--- src/rtl/bayer_frame_sequencer.sv ---
// Frame sequencer feeding a Bayer demosaic datapath: a vsync strobe, then lines of
// handshaked pixels separated by horizontal blanking, then a pipeline drain and a done pulse.
//   state  | meaning
//   IDLE   | waiting for start; line_cnt keeps the last frame's final line
//   VSYNC  | frame_vsync high for VSYNC_LEN cycles
//   ACTIVE | accepting pixels of the current line
//   HBLANK | HBLANK_LEN idle cycles between lines
//   FLUSH  | PIPE_LAT drain cycles, then frame_done
module bayer_frame_sequencer #(
  parameter int DISP_WIDTH = 402,
  parameter int DISP_HIGHT = 402,
  parameter int HBLANK_LEN = 16,
  parameter int VSYNC_LEN  = 4,
  parameter int PIPE_LAT   = 4
) (
  input  logic       i_clk,
  input  logic       i_rst,
  input  logic       i_start,
  input  logic       i_abort,
  input  logic       i_src_valid,
  input  logic [7:0] i_src_data,
  output logic       o_src_ready,
  output logic       o_frame_vsync,
  output logic       o_data_in_valid,
  output logic [7:0] o_data_in,
  output logic       o_busy,
  output logic       o_frame_done,
  output logic [9:0] o_line_cnt
);

  typedef enum logic [2:0] {IDLE, VSYNC, ACTIVE, HBLANK, FLUSH} state_t;

  localparam logic [9:0] W_LAST  = 10'(DISP_WIDTH - 1);
  localparam logic [9:0] H_LAST  = 10'(DISP_HIGHT - 1);
  localparam logic [7:0] HB_LAST = 8'(HBLANK_LEN - 1);
  localparam logic [7:0] VS_LAST = 8'(VSYNC_LEN - 1);
  localparam logic [7:0] PL_LAST = 8'(PIPE_LAT - 1);

  state_t     r_state, w_state_nxt;
  logic [7:0] r_cnt, w_cnt_nxt;
  logic [9:0] r_x, w_x_nxt;
  logic [9:0] r_line, w_line_nxt;
  logic       r_vsync, r_done, w_done_nxt;
  logic       r_dvalid;
  logic [7:0] r_data;
  logic       w_hs;

  assign w_hs = i_src_valid && (r_state == ACTIVE);

  always_ff @(posedge i_clk or posedge i_rst) begin
    if (i_rst) begin
      r_state <= IDLE;
      r_cnt   <= '0;
      r_x     <= '0;
      r_line  <= '0;
      r_vsync <= 1'b0;
      r_done  <= 1'b0;
    end else begin
      r_state <= w_state_nxt;
      r_cnt   <= w_cnt_nxt;
      r_x     <= w_x_nxt;
      r_line  <= w_line_nxt;
      r_vsync <= (w_state_nxt == VSYNC);
      r_done  <= w_done_nxt;
    end
  end

  always_comb begin
    w_state_nxt = r_state;
    w_cnt_nxt   = r_cnt;
    w_x_nxt     = r_x;
    w_line_nxt  = r_line;
    w_done_nxt  = 1'b0;
    case (r_state)
      IDLE: begin
        if (i_start && !i_abort) begin
          w_state_nxt = VSYNC;
          w_cnt_nxt   = '0;
          w_x_nxt     = '0;
          w_line_nxt  = '0;
        end
      end
      VSYNC: begin
        if (r_cnt == VS_LAST) begin
          w_state_nxt = ACTIVE;
          w_cnt_nxt   = '0;
        end else begin
          w_cnt_nxt = r_cnt + 8'd1;
        end
      end
      ACTIVE: begin
        if (w_hs) begin
          if (r_x == W_LAST) begin
            w_x_nxt   = '0;
            w_cnt_nxt = '0;
            if (r_line == H_LAST) begin
              w_state_nxt = FLUSH;
            end else begin
              w_line_nxt  = r_line + 10'd1;
              w_state_nxt = HBLANK;
            end
          end else begin
            w_x_nxt = r_x + 10'd1;
          end
        end
      end
      HBLANK: begin
        if (r_cnt == HB_LAST) begin
          w_state_nxt = ACTIVE;
          w_cnt_nxt   = '0;
        end else begin
          w_cnt_nxt = r_cnt + 8'd1;
        end
      end
      FLUSH: begin
        if (r_cnt == PL_LAST) begin
          w_state_nxt = IDLE;
          w_cnt_nxt   = '0;
          w_done_nxt  = 1'b1;
        end else begin
          w_cnt_nxt = r_cnt + 8'd1;
        end
      end
      default: w_state_nxt = IDLE;
    endcase
    // Abort overrides everything; the pixel path below still honours a handshake this cycle.
    if (i_abort && (r_state != IDLE)) begin
      w_state_nxt = IDLE;
      w_cnt_nxt   = '0;
      w_x_nxt     = '0;
      w_line_nxt  = '0;
      w_done_nxt  = 1'b0;
    end
  end

  always_ff @(posedge i_clk or posedge i_rst) begin
    if (i_rst) begin
      r_dvalid <= 1'b0;
      r_data   <= '0;
    end else begin
      r_dvalid <= w_hs;
      if (w_hs) r_data <= i_src_data;
    end
  end

  assign o_src_ready     = (r_state == ACTIVE);
  assign o_busy          = (r_state != IDLE);
  assign o_frame_vsync   = r_vsync;
  assign o_frame_done    = r_done;
  assign o_data_in_valid = r_dvalid;
  assign o_data_in       = r_data;
  assign o_line_cnt      = r_line;

endmodule

--- config.mk ---
export PLATFORM = sky130hd
export DESIGN_NAME = bayer_frame_sequencer
export DESIGN_NICKNAME = d
export VERILOG_FILES = /design/src/rtl/bayer_frame_sequencer.sv
export SDC_FILE = /design/constraint.sdc
export NUM_CORES = 1
export LEC_CHECK = 0
export CAP_MARGIN = 5
export CORE_MARGIN = 10
export CORE_UTILIZATION = 42
export DETAILED_ROUTE_END_ITERATION = 10
export GPL_ROUTABILITY_DRIVEN = 0
export GPL_TIMING_DRIVEN = 0
export PLACE_DENSITY = 0.74
export RECOVER_POWER = 100
export SETUP_SLACK_MARGIN = 0.02
export SYNTH_ARGS = -nofsm -noshare
export SYNTH_HDL_FRONTEND = slang
export SYNTH_SLANG_ARGS = --single-unit
--- constraint.sdc ---
create_clock -name i_clk -period 2.7 [get_ports i_clk]
set_input_delay 0.675 -clock i_clk [delete_from_list [all_inputs] [get_ports i_clk]]
set_output_delay 0.675 -clock i_clk [all_outputs]
set_load 0.02 [all_outputs]
Word-level counts from Yosys, hierarchy flattened

Cells that the tools add are included.

Add/sub/neg operators: 3
Equal/unequal tests: 13
Muxes and demuxes: 29
Reductions and logical operators: 12

Operator list:

| operator              | count |
|---|---|
| $mux 10               | 8 |
| $mux 8                | 6 |
| $pmux 10 s2           | 2 |
| $pmux 8 s4            | 1 |
| $mux 3                | 8 |
| $add 10x1->10 const B | 2 |
| $eq 10x9->1 const B   | 2 |
| $pmux 3 s5            | 1 |
| $add 8x1->8 const B   | 1 |
| $eq 8x2->1 const B    | 1 |
| $eq 8x4->1 const B    | 1 |
| $eq 3x1->1 const B    | 2 |
| $eq 3x2->1 const B    | 2 |
| $ne 3x1->1 const B    | 2 |
| $reduce_bool 3->1     | 2 |
| $reduce_and 5->1      | 1 |
| $reduce_bool 5->1     | 1 |
| $reduce_and 4->1      | 1 |
| $eq 3x3->1 const B    | 1 |
| $logic_and 1x1->1     | 3 |
| $logic_not 3->1       | 1 |
| $mux 1                | 3 |
| $ne 3x2->1 const B    | 1 |
| $ne 3x3->1 const B    | 1 |
| other kinds (3)       | 3 |

Register bits after elaboration: 42
Input bits: 13
Output and inout port bits: 23
Logic and storage cells: 65

Longest topological paths before layout

Depth after elaboration: 7
Mapped depth: 7
Gate-level depth less buffers: 6

Worst setup path after synthesis

OpenSTA, ideal clock, no wires.

Path type: input port to flip-flop
Start point: input port i_abort
End point: register r_x[0]
Library setup time: 66 ps
Arrival: 2071 ps
Required time: 2634 ps
Setup slack: 563 ps
Cell stages on the path: 3
Path buffers: 0
Cell sequence: or4b_2 -> nor4_4 -> mux2_2

Longest elaborated chain between the ends: 4
Elaborated cells on any way between the ends: 8
Those cells by class: eq/ne (2); mux (1); reduce/logical (5)

Ends and longest elaborated chain:

| element                           | RTL line | text |
|---|---|---|
| start, declared                   | 19       | `input logic i_abort,` |
| $logic_not 1->1                   | 76       | `if (i_start && !i_abort) begin` |
| $logic_and 1x1->1                 | 76       |  |
| $ne 3x3->1 (no source line)       | --       |  |
| $reduce_and 3->1 (no source line) | --       |  |
| end signal, assigned              | 61       | `r_x <= w_x_nxt;` |
| end, declared                     | 41       | `logic [9:0] r_x, w_x_nxt;` |

Several ways; a longest one is shown, not always the timed one.
A chain may end at the register's enable or synchronous reset.

Final worst setup path

Start point: register r_state[0]
End point: output port o_src_ready

Longest elaborated chain between the ends: 1

Ends and longest elaborated chain:

| element                | RTL line | text |
|---|---|---|
| start, declared        | 39       | `state_t r_state, w_state_nxt;` |
| start signal, assigned | 59       | `r_state <= w_state_nxt;` |
| $eq 3x2->1             | 146      | `assign o_src_ready = (r_state == ACTIVE);` |
| end, declared          | 22       | `output logic o_src_ready,` |

No other way between the ends.

==> results_dict.tcl <==
set metrics [dict create \
    via_per_inst 5.761 \
    insertion_delay_ns 0.29 \
    clk_pin_slew_ns 0.08 \
    fp.dieH_um 96.80 \
    wire_per_inst_um 15.55 \
    powerDensity_mw_per_mm2 476.7 \
    synthTopCellsByCount "dfrtp_1 (42), nand2_1 (34), nor2_1 (18)" \
    syn_avg_cell_area_um2 9.384 \
    grt_overflow 0 \
    fin_nets 325 \
    ant_nets 0 \
    ys_warn_count 0 \
    min_path_type "reg -> reg" \
    antenna_found_initial 0 \
    post-dp-hpwl_um 4327 \
    fp-row-count 27 \
    async_flop_share_pct 100.0 \
    port-buffer-count 35 \
    yosysSeqAreaShare_pct 42.42 \
    status "completed" \
    synth_ff_type "dfrtp_1" \
    io_pins 36 \
    crit_fanout 10 \
    grt_start_max_net_pins 36 \
    yosysMostFrequentCell "dfrtp_1" \
    hold_viol 0 \
    cts_inserted_buffers 5 \
    grt_pass1_wl_um 10580 \
    fin_crit_ns 2.520 \
    drv_cap 0 \
    cts_tree "yes" \
    drc 0 \
    drt-initial-drc-count 168 \
    htree_num_levels 2 \
    cts_buffer_depth 2 \
    critPathRequiredTime_ns 2.03 \
    die_area_mm2 0.009370 \
    synth_seq_cells 42 \
    synth_edf_count 0 \
    worstMarginPinSlew_ns 0.8517 \
    vias 2189 \
    cp.arrival_ns 1.85 \
    synth_area_leader_cell "dfrtp_1" \
    cts_sinks 42 \
    leakage_nw 1.356 \
    cp-start-kind "register" \
    max_freq_ghz 0.3968 \
    cts_root_buffer "clkbuf_8" \
    insertedDiodeCount 0 \
    finClkSkew_ns 0.006816 \
    setup_viol 0 \
    post-route-period-util_pct 93.34 \
    drive_gt1_share_pct 12.01 \
    grt_pass1_vias 2147 \
    track_usage_pct 12.98 \
    syn_to_final_growth_pct 21.62 \
    synth_cells 264 \
    power_w 0.001436 \
    dr.pass1.iters 4 \
    drv_slew 0 \
    slew_headroom_pct 43.22 \
    synth.distinct_cells 62 \
    die_x_um 96.80 \
    syn-num-nets 282 \
    ctsHoldBuffers 0 \
    start_util_pct 44.18 \
    drt-total-wl_um 5909 \
    placeableCoreArea_mm2 0.005608 \
    ys_top_cells_by_area "dfrtp_1 (42%), nand2_1 (5.2%), a211oi_1 (2.7%)" \
    netlist_area_mm2 0.002477 \
    critical_path_class "reg -> out" \
    vdd_drop_max_uv 292.2 \
    whs_ns 0.4720 \
    synth_top_area_share_pct 42.42 \
    rsz0062_at_grt "false" \
    end_kind "output pin" \
]
-- worst max-delay path: stages (launching register included) --
cell,delay [ns]
dfrtp_1,0.43
buf_1,0.24
nor3_1,0.25
clkdlybuf4s50_1,0.64
-- flip-flops by register name, summed over array words and instances (netlist names) --
signal	count
r_x	10
r_cnt	8
o_data_in_valid	1
o_data_in	8
o_frame_vsync	1
o_line_cnt	10
o_frame_done	1
r_state	3
-- area by class of cell --
cell class                 instances  area [um2]
fill                             521        2595
multi-input combinational        194        1311
sequential                        42        1051
timing repair buffer              36       355.3
tap                               72       90.09
clock buffer                       6       82.58
inverter                          16       60.06
buffer                            12       50.05
clock inverter                     2       12.51
-- metrics by stage --
step,setup WS [ns],setup TNS [ns],std cells,utilization (%),cell area [um2]
floorplan,0.5629,0,264,-,2477
detailed placement,-0.2600,-3.119,372,52.39,2938
finish,0.1798,0,380,53.73,3013
global placement,-0.2362,-2.736,371,52.03,2918
CTS,0.05044,0,380,54.11,3034
global route,0.05491,0,380,53.73,3013
-- logic make-up (layout without fill, tap and decap cells) --
logic type	Yosys count	after routing	synth area share, %
AND/OR/NAND/NOR	118	118	27.78
AO/OA/AOI/OAI	67	67	21.06
flip-flops	42	42	42.42
buffers and inverters	28	72	4.595
adder cells (fa/ha/maj)	5	5	2.525
XOR/XNOR	2	2	0.7072
multiplexers	2	2	0.9090
-- final timing paths --
path | depth (start not counted) | slack [ns] | endpoint | from
worst max register to register | 7 | 0.24 | r_cnt[7]$_DFFE_PP0P_ | r_x[1]$_DFFE_PP0P_
worst min-delay path | 2 | 0.47 | o_data_in[4]$_DFFE_PP0N_ | o_data_in[4]$_DFFE_PP0N_
worst max-delay path | 3 | 0.18 | o_src_ready | r_state[0]$_DFF_PP0_
max in group asynchronous | 3 | 0.81 | r_x[0]$_DFFE_PP0P_ | i_rst
min in group asynchronous | 2 | 0.76 | r_cnt[7]$_DFFE_PP0P_ | i_rst
worst min register to register | 2 | 0.47 | o_data_in[4]$_DFFE_PP0N_ | o_data_in[4]$_DFFE_PP0N_
-- report_power, final --
part	switching (W)	total, W	internal, W
Clock	0.000221	0.000426	0.000206
Sequential	0.0000253	0.000700	0.000675
Combinational	0.000180	0.000310	0.000130
-- cells in the final DEF (no fill, tap or decap), types with 4 or more instances in the layout --
master / instances
o2bb2ai_1: 6
clkbuf_1: 7
clkbuf_8: 6
clkdlybuf4s50_1: 11
nor2_1: 18
nand2b_1: 4
dfrtp_1: 42
dlygate4sd3_1: 24
and3_1: 6
nand3_1: 12
a22o_2: 4
o21ai_0: 9
o211ai_1: 4
and2_1: 5
a211oi_1: 9
inv_1: 15
a221o_1: 4
ha_1: 5
and4_1: 4
nand2_1: 34
nand4_1: 6
a31oi_1: 8
clkbuf_2: 4
-- what timing repair did --
action	4_1_cts	5_1_grt
setup buffers	0	0
resized for setup	1	3
endpoints found under the setup margin	1	10
-- routing by layer --
layer	GRT usage [%]	up-vias	wire, um
li1	-	1076	-
met1	17.57	1051	2836
met2	19.73	55	2717
met3	2.413	7	258
met4	5.186	0	96
met5	0	-	0
(Power assumes the default switching activity.)
